===== config.mk =====
export PLATFORM = sky130hd
export DESIGN_NAME = vec_frame_loader_flat
export DESIGN_NICKNAME = d
export VERILOG_FILES = /design/src/rtl/vec_frame_loader_if.sv /design/src/rtl/vec_frame_loader.sv /design/src/flat_wrapper.sv
export SDC_FILE = /design/constraint.sdc
export NUM_CORES = 1
export LEC_CHECK = 0
export CAP_MARGIN = 10
export CORE_ASPECT_RATIO = 1.5
export CORE_MARGIN = 1
export CORE_UTILIZATION = 30
export CTS_BUF_LIST = sky130_fd_sc_hd__clkbuf_4
export CTS_CLUSTER_DIAMETER = 120
export DETAILED_ROUTE_END_ITERATION = 16
export HOLD_SLACK_MARGIN = 0.08
export PLACE_DENSITY = 0.56
export SETUP_SLACK_MARGIN = 0.02
export SYNTH_ARGS = -nofsm -noshare
export SYNTH_HDL_FRONTEND = slang
export SYNTH_SLANG_ARGS = --single-unit
export TNS_END_PERCENT = 10

===== constraint.sdc =====
create_clock -name clk -period 36.1 [get_ports clk]
set_input_delay 3.61 -clock clk [delete_from_list [all_inputs] [get_ports clk]]
set_output_delay 3.61 -clock clk [all_outputs]
set_load 0.02 [all_outputs]

===== src/rtl/vec_frame_loader_if.sv =====
// Beat-stream bus feeding the vector frame loader.
// A single valid/ready channel carrying payload beats, with a last marker on each beat.
interface vec_frame_loader_if #(
    parameter int unsigned BEAT_W = 16
);
    logic [BEAT_W-1:0] s_data;
    logic              s_valid;
    logic              s_last;
    logic              s_ready;

    modport master (output s_data, output s_valid, output s_last, input s_ready);
    modport slave  (input s_data, input s_valid, input s_last, output s_ready);
endinterface


===== src/rtl/vec_frame_loader.sv =====
// Serial-to-parallel frame loader ahead of the distance/sort stage.
// Assembles one query vector and NUM_SEARCH search vectors, pulses in_valid, then waits for the sorter.
module vec_frame_loader #(
    parameter int unsigned BEAT_W     = 16,
    parameter int unsigned VEC_W      = 64,
    parameter int unsigned NUM_SEARCH = 8,
    parameter int unsigned WAIT_MAX   = 15
) (
    input  logic                 clk,
    input  logic                 rst,
    vec_frame_loader_if.slave    s,
    output logic [VEC_W-1:0]     query,
    output logic [VEC_W-1:0]     search_0,
    output logic [VEC_W-1:0]     search_1,
    output logic [VEC_W-1:0]     search_2,
    output logic [VEC_W-1:0]     search_3,
    output logic [VEC_W-1:0]     search_4,
    output logic [VEC_W-1:0]     search_5,
    output logic [VEC_W-1:0]     search_6,
    output logic [VEC_W-1:0]     search_7,
    output logic                 in_valid,
    input  logic                 sort_done,
    output logic                 busy,
    output logic                 frame_err
);
    localparam int unsigned BPV     = VEC_W / BEAT_W;
    localparam int unsigned NUM_VEC = NUM_SEARCH + 1;
    localparam int unsigned CHUNK_W = (BPV > 1) ? $clog2(BPV) : 1;
    localparam int unsigned VIDX_W  = (NUM_VEC > 1) ? $clog2(NUM_VEC) : 1;
    localparam int unsigned WAIT_W  = $clog2(WAIT_MAX + 1);

    localparam logic [1:0] ST_LOAD = 2'd0;
    localparam logic [1:0] ST_FIRE = 2'd1;
    localparam logic [1:0] ST_WAIT = 2'd2;

    logic [1:0]         state_q, state_d;
    logic [CHUNK_W-1:0] chunk_q, chunk_d;
    logic [VIDX_W-1:0]  vidx_q, vidx_d;
    logic [WAIT_W-1:0]  wait_q, wait_d;
    logic               s_ready_q, s_ready_d;
    logic               in_valid_q, in_valid_d;
    logic               busy_q, busy_d;
    logic               frame_err_q, frame_err_d;
    logic [VEC_W-1:0]   vecs_q [NUM_VEC];
    logic               accept_c;
    logic               last_beat_c;

    // Beat counter is kept as (vector index, chunk index) to avoid a divider.
    assign accept_c    = s.s_valid & s_ready_q & (state_q == ST_LOAD);
    assign last_beat_c = (vidx_q == VIDX_W'(NUM_VEC - 1)) && (chunk_q == CHUNK_W'(BPV - 1));

    always_ff @(posedge clk or posedge rst) begin
        if (rst) begin
            state_q     <= ST_LOAD;
            chunk_q     <= '0;
            vidx_q      <= '0;
            wait_q      <= '0;
            s_ready_q   <= 1'b0;
            in_valid_q  <= 1'b0;
            busy_q      <= 1'b0;
            frame_err_q <= 1'b0;
        end else begin
            state_q     <= state_d;
            chunk_q     <= chunk_d;
            vidx_q      <= vidx_d;
            wait_q      <= wait_d;
            s_ready_q   <= s_ready_d;
            in_valid_q  <= in_valid_d;
            busy_q      <= busy_d;
            frame_err_q <= frame_err_d;
        end
    end

    always_comb begin
        state_d     = state_q;
        chunk_d     = chunk_q;
        vidx_d      = vidx_q;
        wait_d      = '0;
        in_valid_d  = 1'b0;
        frame_err_d = 1'b0;

        case (state_q)
            ST_LOAD: begin
                if (accept_c) begin
                    if (s.s_last && last_beat_c) begin
                        state_d    = ST_FIRE;
                        in_valid_d = 1'b1;
                        chunk_d    = '0;
                        vidx_d     = '0;
                    end else if (s.s_last || last_beat_c) begin
                        frame_err_d = 1'b1;
                        chunk_d     = '0;
                        vidx_d      = '0;
                    end else if (chunk_q == CHUNK_W'(BPV - 1)) begin
                        chunk_d = '0;
                        vidx_d  = vidx_q + VIDX_W'(1);
                    end else begin
                        chunk_d = chunk_q + CHUNK_W'(1);
                    end
                end
            end
            ST_FIRE: begin
                state_d = ST_WAIT;
            end
            ST_WAIT: begin
                // sort_done takes priority over a timeout landing in the same cycle
                if (sort_done) begin
                    state_d = ST_LOAD;
                end else if (wait_q == WAIT_W'(WAIT_MAX)) begin
                    state_d     = ST_LOAD;
                    frame_err_d = 1'b1;
                end else begin
                    wait_d = wait_q + WAIT_W'(1);
                end
            end
            default: begin
                state_d = ST_LOAD;
            end
        endcase

        // Ready only reopens one cycle after LOAD is re-entered.
        s_ready_d = (state_q == ST_LOAD) && (state_d == ST_LOAD);
        busy_d    = (state_d != ST_LOAD);
    end

    always_ff @(posedge clk or posedge rst) begin
        if (rst) begin
            vecs_q <= '{default: '0};
        end else if (accept_c) begin
            vecs_q[vidx_q][32'(chunk_q) * BEAT_W +: BEAT_W] <= s.s_data;
        end
    end

    assign s.s_ready = s_ready_q;
    assign in_valid  = in_valid_q;
    assign busy      = busy_q;
    assign frame_err = frame_err_q;
    assign query     = vecs_q[0];
    assign search_0  = vecs_q[1];
    assign search_1  = vecs_q[2];
    assign search_2  = vecs_q[3];
    assign search_3  = vecs_q[4];
    assign search_4  = vecs_q[5];
    assign search_5  = vecs_q[6];
    assign search_6  = vecs_q[7];
    assign search_7  = vecs_q[8];
endmodule

===== src/flat_wrapper.sv =====
// flat-port wrapper written by rule: the top's interface ports become plain ports
module vec_frame_loader_flat 
#(
    parameter int unsigned BEAT_W     = 16,
    parameter int unsigned VEC_W      = 64,
    parameter int unsigned NUM_SEARCH = 8,
    parameter int unsigned WAIT_MAX   = 15
)
  (clk, rst, query, search_0, search_1, search_2, search_3, search_4, search_5, search_6, search_7, in_valid, sort_done, busy, frame_err, s_s_data, s_s_valid, s_s_last, s_s_ready);
  vec_frame_loader_if #(.BEAT_W(BEAT_W)) s_i ();
  input  logic clk;
  input  logic rst;
  output logic [VEC_W-1:0] query;
  output logic [VEC_W-1:0] search_0;
  output logic [VEC_W-1:0] search_1;
  output logic [VEC_W-1:0] search_2;
  output logic [VEC_W-1:0] search_3;
  output logic [VEC_W-1:0] search_4;
  output logic [VEC_W-1:0] search_5;
  output logic [VEC_W-1:0] search_6;
  output logic [VEC_W-1:0] search_7;
  output logic in_valid;
  input  logic sort_done;
  output logic busy;
  output logic frame_err;
  input wire logic [$bits(s_i.s_data)-1:0] s_s_data;
  input wire logic [$bits(s_i.s_valid)-1:0] s_s_valid;
  input wire logic [$bits(s_i.s_last)-1:0] s_s_last;
  output wire logic [$bits(s_i.s_ready)-1:0] s_s_ready;
  assign s_i.s_data = s_s_data;
  assign s_i.s_valid = s_s_valid;
  assign s_i.s_last = s_s_last;
  assign s_s_ready = s_i.s_ready;
  vec_frame_loader #(.BEAT_W(BEAT_W), .VEC_W(VEC_W), .NUM_SEARCH(NUM_SEARCH), .WAIT_MAX(WAIT_MAX)) u_core (.clk(clk), .rst(rst), .s(s_i), .query(query), .search_0(search_0), .search_1(search_1), .search_2(search_2), .search_3(search_3), .search_4(search_4), .search_5(search_5), .search_6(search_6), .search_7(search_7), .in_valid(in_valid), .sort_done(sort_done), .busy(busy), .frame_err(frame_err));
endmodule

* After elaboration in Yosys (flattened, before gate mapping)
Index checks and enable logic that the tools add are counted.
** Operators by class
- Add/sub/neg operators :: 4
- Multipliers :: 0
- Div/mod/pow operators :: 0
- Magnitude comparators :: 2
- Eq/ne operators :: 5
- Shift operators :: 2
- Muxes and demuxes :: 26
- Bitwise logic cells :: 3
- Reduce and logical (&&, ||, !) cells :: 11
** Operators with widths (number)
- $bwmux W576 :: 1
- $demux W64 S4 :: 1
- $mux W64 :: 1
- $shift A16 B34 Y64 const A :: 1
- $shiftx A16 B34 Y64 :: 1
- $neg A6 Y34 :: 1
- $mux W4 :: 6
- $mux W2 :: 7
- $add A4 B1 Y4 const B :: 2
- $eq A4 B4 Y1 const B :: 2
- $mux W1 :: 8
- $pmux W2 S3 :: 1
- $ge A5 B5 Y1 const B :: 1
- $lt A5 B1 Y1 const B :: 1
- $not A4 Y5 :: 1
- $eq A2 B2 Y1 const B :: 2
- $logic_and A1 B1 Y1 :: 4
- $logic_not A2 Y1 :: 2
- $reduce_and A3 Y1 :: 1
- $reduce_bool A3 Y1 :: 1
- $add A2 B1 Y2 const B :: 1
- $and A1 B1 Y1 :: 2
- $eq A2 B1 Y1 const B :: 1
- $pmux W1 S2 :: 1
- 3 further kinds :: 3
** Storage, ports and cells
- Flip-flop bits (word level) :: 592
- Bits in latches :: 0
- Memory bits (writable) :: 0
- ROM bits :: 0
- Input bits :: 21
- Memories :: 0

* Depth between registers and ports, before layout
- Depth in word-level cells :: 8
- Depth in mapped cells :: 9
- Gate-level depth less buffers :: 8

* Least setup slack after synthesis
No wires, ideal clock.
- Path kind :: input port to flip-flop
- Start point :: input port s_s_valid
- End point :: register u_core.vecs_q (netlist bit u_core.search_6[48])
- Library setup time :: 125 ps
- Data arrival time :: 5132 ps
- Required time :: 35975 ps
- Setup slack :: 30843 ps
- Stages on the path :: 6
- Cells stage by stage :: nand4bb_1 buf_2 buf_6 nor4_2 buf_4 mux2_2
** On the way
- Longest elaborated chain between the ends :: 2
** Ends and longest elaborated chain
- from (decl) :: RTL line flat_wrapper.sv:27 : input wire logic [$bits(s_i.s_valid)-1:0] s_s_valid;
- $and A1 B1 Y1 (2 in a row) :: RTL line vec_frame_loader.sv:49 : assign accept_c = s.s_valid & s_ready_q & (state_q == ST_LOAD);
- to (signal, indexed assignment) :: RTL line vec_frame_loader.sv:130 : vecs_q[vidx_q][32'(chunk_q) * BEAT_W +: BEAT_W] <= s.s_data;
- to (decl) :: RTL line vec_frame_loader.sv:44 : logic [VEC_W-1:0] vecs_q [NUM_VEC];
Every way passes these cells.
A chain may end at the register's enable or synchronous reset.

==> impl_metrics.ini <==
[sta]
tns_ns = 0
post-route-worst-setup-slack_ns = 29.78
maxSlewHeadroom_pct = 23.1
period_share_pct = 17.5
fin_crit_ns = 6.32
finClkSkew_ns = 0.0312
hold_viol = 0
rsz0062_at_grt = false
setup_viol = 0
tightestPinTransition_ns = 1.15
slew_viol_final = 0
max_freq_mhz = 158

[synth]
synth_most_common_cell = dfrtp_1
ys_seq_elements = 592
ys.flop_type = dfrtp_1
synth.avg_cell_area_sq_um = 15.8
ys_seq_area_share_pct = 64.2
netlist_instances = 1459
yosysTopAreaCell = dfrtp_1
syn_nets = 1493
synth_common_cells = 592 x dfrtp_1, 576 x mux2_2, 54 x nor2_1
synthArstFlopShare_pct = 100
synth_area_leaders = dfrtp_1 64%, mux2_2 28%, nor2_1 0.88%, ha_1 0.70%, buf_2 0.69%
ys_types = 41
synth_top_area_share_pct = 64.2
synth_edf_count = 0
ys_warn_count = 0
netlist_area_sq_um = 23100

[placed_design]
dp_hpwl_um = 57400
gp_congestion = 0.797
placed_area_sq_um = 30300
pre_cts_slack_ns = 28.68
io_buffers = 600

[clock_tree]
cts_made_buffers = 151
cts_tree = built
postCtsSetupBuffers = 0
cts_root_buffer = clkbuf_4
holdBufCountCts = 0
cts_resized = 0
htree_levels = 4
clkTransAtPathRegs_ns = 0.06
clk_path_buf_depth = 3
cts.sinks = 592
clock_latency_ns = 0.99

[global_route]
grt_pass1_vias = 16600
grt_pass1_wl_um = 118000
grt_usage_pct = 21.1
overflow = 0
antenna_found_initial = 4
grt_max_degree = 147

[floorplanning]
fp.dieH_um = 342
fp.dieArea_sq_um = 78100
initial_core_util_pct = 30.3
core-area_sq_um = 76200
die_w_um = 229
ios = 601
rows = 124

[power]
ir_worst_vdd_mv = 0.0237
p_leak_nw = 15.1
finalPower_mw = 1.54
power.density_nw_per_um2 = 48.0

[detailed_routing]
route.detailed.drc = 0
vias = 15300
totalWireLength_um = 82100
detail-route-antenna-nets = 0
post_drt_wl_per_cell_um = 25.1
dr.pass1.iters = 4
drt_iter0_markers = 534
vias_per_cell = 4.69

[setup_path]
crit_chain = clkdlybuf4s50_1, inv_8, buf_4, buf_4, buf_4
crit_arrival_ns = 7.26
crit_family = buffers and inverters
setup.worst_path.end_class = asynchronous set/reset pin
crit_fanout = 120
critPathSlowestCell = buf_4
crit_top_cell = buf_4
path_buf_inv = 5
critical_path_class = in2async
critPathLaunchType = primary input
cp_slowest_stage_delay_ns = 0.83
crit_required_ns = 37.04

[final_layout]
design_area_sq_um = 32100
seqCellArea_sq_um = 14800
layout-drive-gt1-share_pct = 38.3
nets = 2201
syn2layout_area_growth_pct = 39.2
multiInputGateArea_sq_um = 7920
num-fill-cells = 7181

[worst_hold_path]
min-delay-path-class = reg2reg

[run_status]
outcome = finished clean

[flow_run]
cap_violations = 0
[final cells by class]
cell class / count / share of cell area (%)
sequential: 592 / 46.1
clock buffer: 215 / 5.02
timing repair buffer: 633 / 19.5
clock inverter: 28 / 0.576
multi-input combinational: 775 / 24.6
inverter: 14 / 0.187
tap: 1008 / 3.92
antenna: 10 / 0.0778
[placed cells by master, fill, tap and decap left out, types with 2 or more instances in the layout]
cell             count
o22ai_1              2
nor3_1               2
nand4bb_1            2
buf_4               31
clkinv_2             3
clkinv_1            16
nor2_1              53
nand4_2              2
nor3b_1              2
nor4b_4              2
nand4b_1             2
o21ai_0              8
clkinv_4             3
bufinv_16            2
ha_1                13
nand3_1              6
diode_2             10
clkbuf_4           215
nor4_4               7
and3_1               2
inv_1               11
or4b_1               3
nand2b_1            23
mux2_2             576
and2_0               2
dfrtp_1            592
clkdlybuf4s50_1    600
inv_2                4
nor3_4               9
a21oi_1              5
nand4_1             10
and2_1              17
nand2_1             17
[stage by stage]
| step | instances | utilization, % | hold slack [ns] |
|---|---|---|---|
| after global routing | 3271 | 42.2 | 0.518 |
| after CTS | 3264 | 42.2 | 0.502 |
| after detailed placement | 3021 | 39.8 | 0.492 |
| after global placement | 3021 | 39.8 | 0.470 |
| final | 3275 | 42.2 | 0.499 |
| after floorplan | 1459 | - | 0.450 |
[cells by family after synthesis]
kind of cell / count (synthesis) / synth area share [%]
compound gates: 16 / 0.369
xor+xnor: 1 / 0.0379
fa+ha+maj: 13 / 0.705
buf+inv: 92 / 1.93
flops: 592 / 64.2
mux: 576 / 28.1
simple gates: 169 / 4.70
[worst reg2reg max path: cells and delay by family, from the launching register on]
kind / cells / cell delay [ns]
and+or+nand+nor: 1 / 0.79
muxes: 1 / 0.36
buffers and inverters: 2 / 0.96
DFF: 1 / 0.89
[final timing paths]
path                             startpoint             endpoint  slack, ns  cells after the start
hold / removal             u_core.wait_q[0]     u_core.wait_q[0]       0.50                      1
setup / recovery                        rst  u_core.search_2[28]      29.78                      5
hold reg to reg            u_core.wait_q[0]     u_core.wait_q[0]       0.50                      1
max in group clk           u_core.s.s_ready            s_s_ready      30.25                      1
min in group asynchronous               rst   u_core.search_4[1]       3.16                      2
setup reg to reg           u_core.vidx_q[2]   u_core.search_3[7]      33.00                      4
[layer usage]
metal	track usage [%]	part of all wire, %
met5	0	0
met2	35.0	50
met4	9.28	3.3
met1	24.2	39
met3	7.84	8.1
[flip-flops by register name (all words and copies together), names as in the netlist]
signal and cells:
u_core.search_7 64, u_core.search_4 64, u_core.search_0 64, u_core.search_6 64, u_core.wait_q 4, u_core.search_1 64, u_core.chunk_q 2, u_core.frame_err 1
u_core.query 64, u_core.in_valid 1, u_core.state_q 2, u_core.s.s_ready 1, u_core.vidx_q 4, u_core.search_5 64, u_core.search_3 64, u_core.search_2 64
u_core.busy 1
[report_power, final]
group / switching [mW] / total, mW / leakage (nW) / internal [mW]
combinational: 0.154 / 0.259 / 5.87 / 0.106
clock: 0.275 / 0.560 / 1.08 / 0.286
sequential: 0.0224 / 0.725 / 8.16 / 0.702
Power figures use the tool's default switching activity.
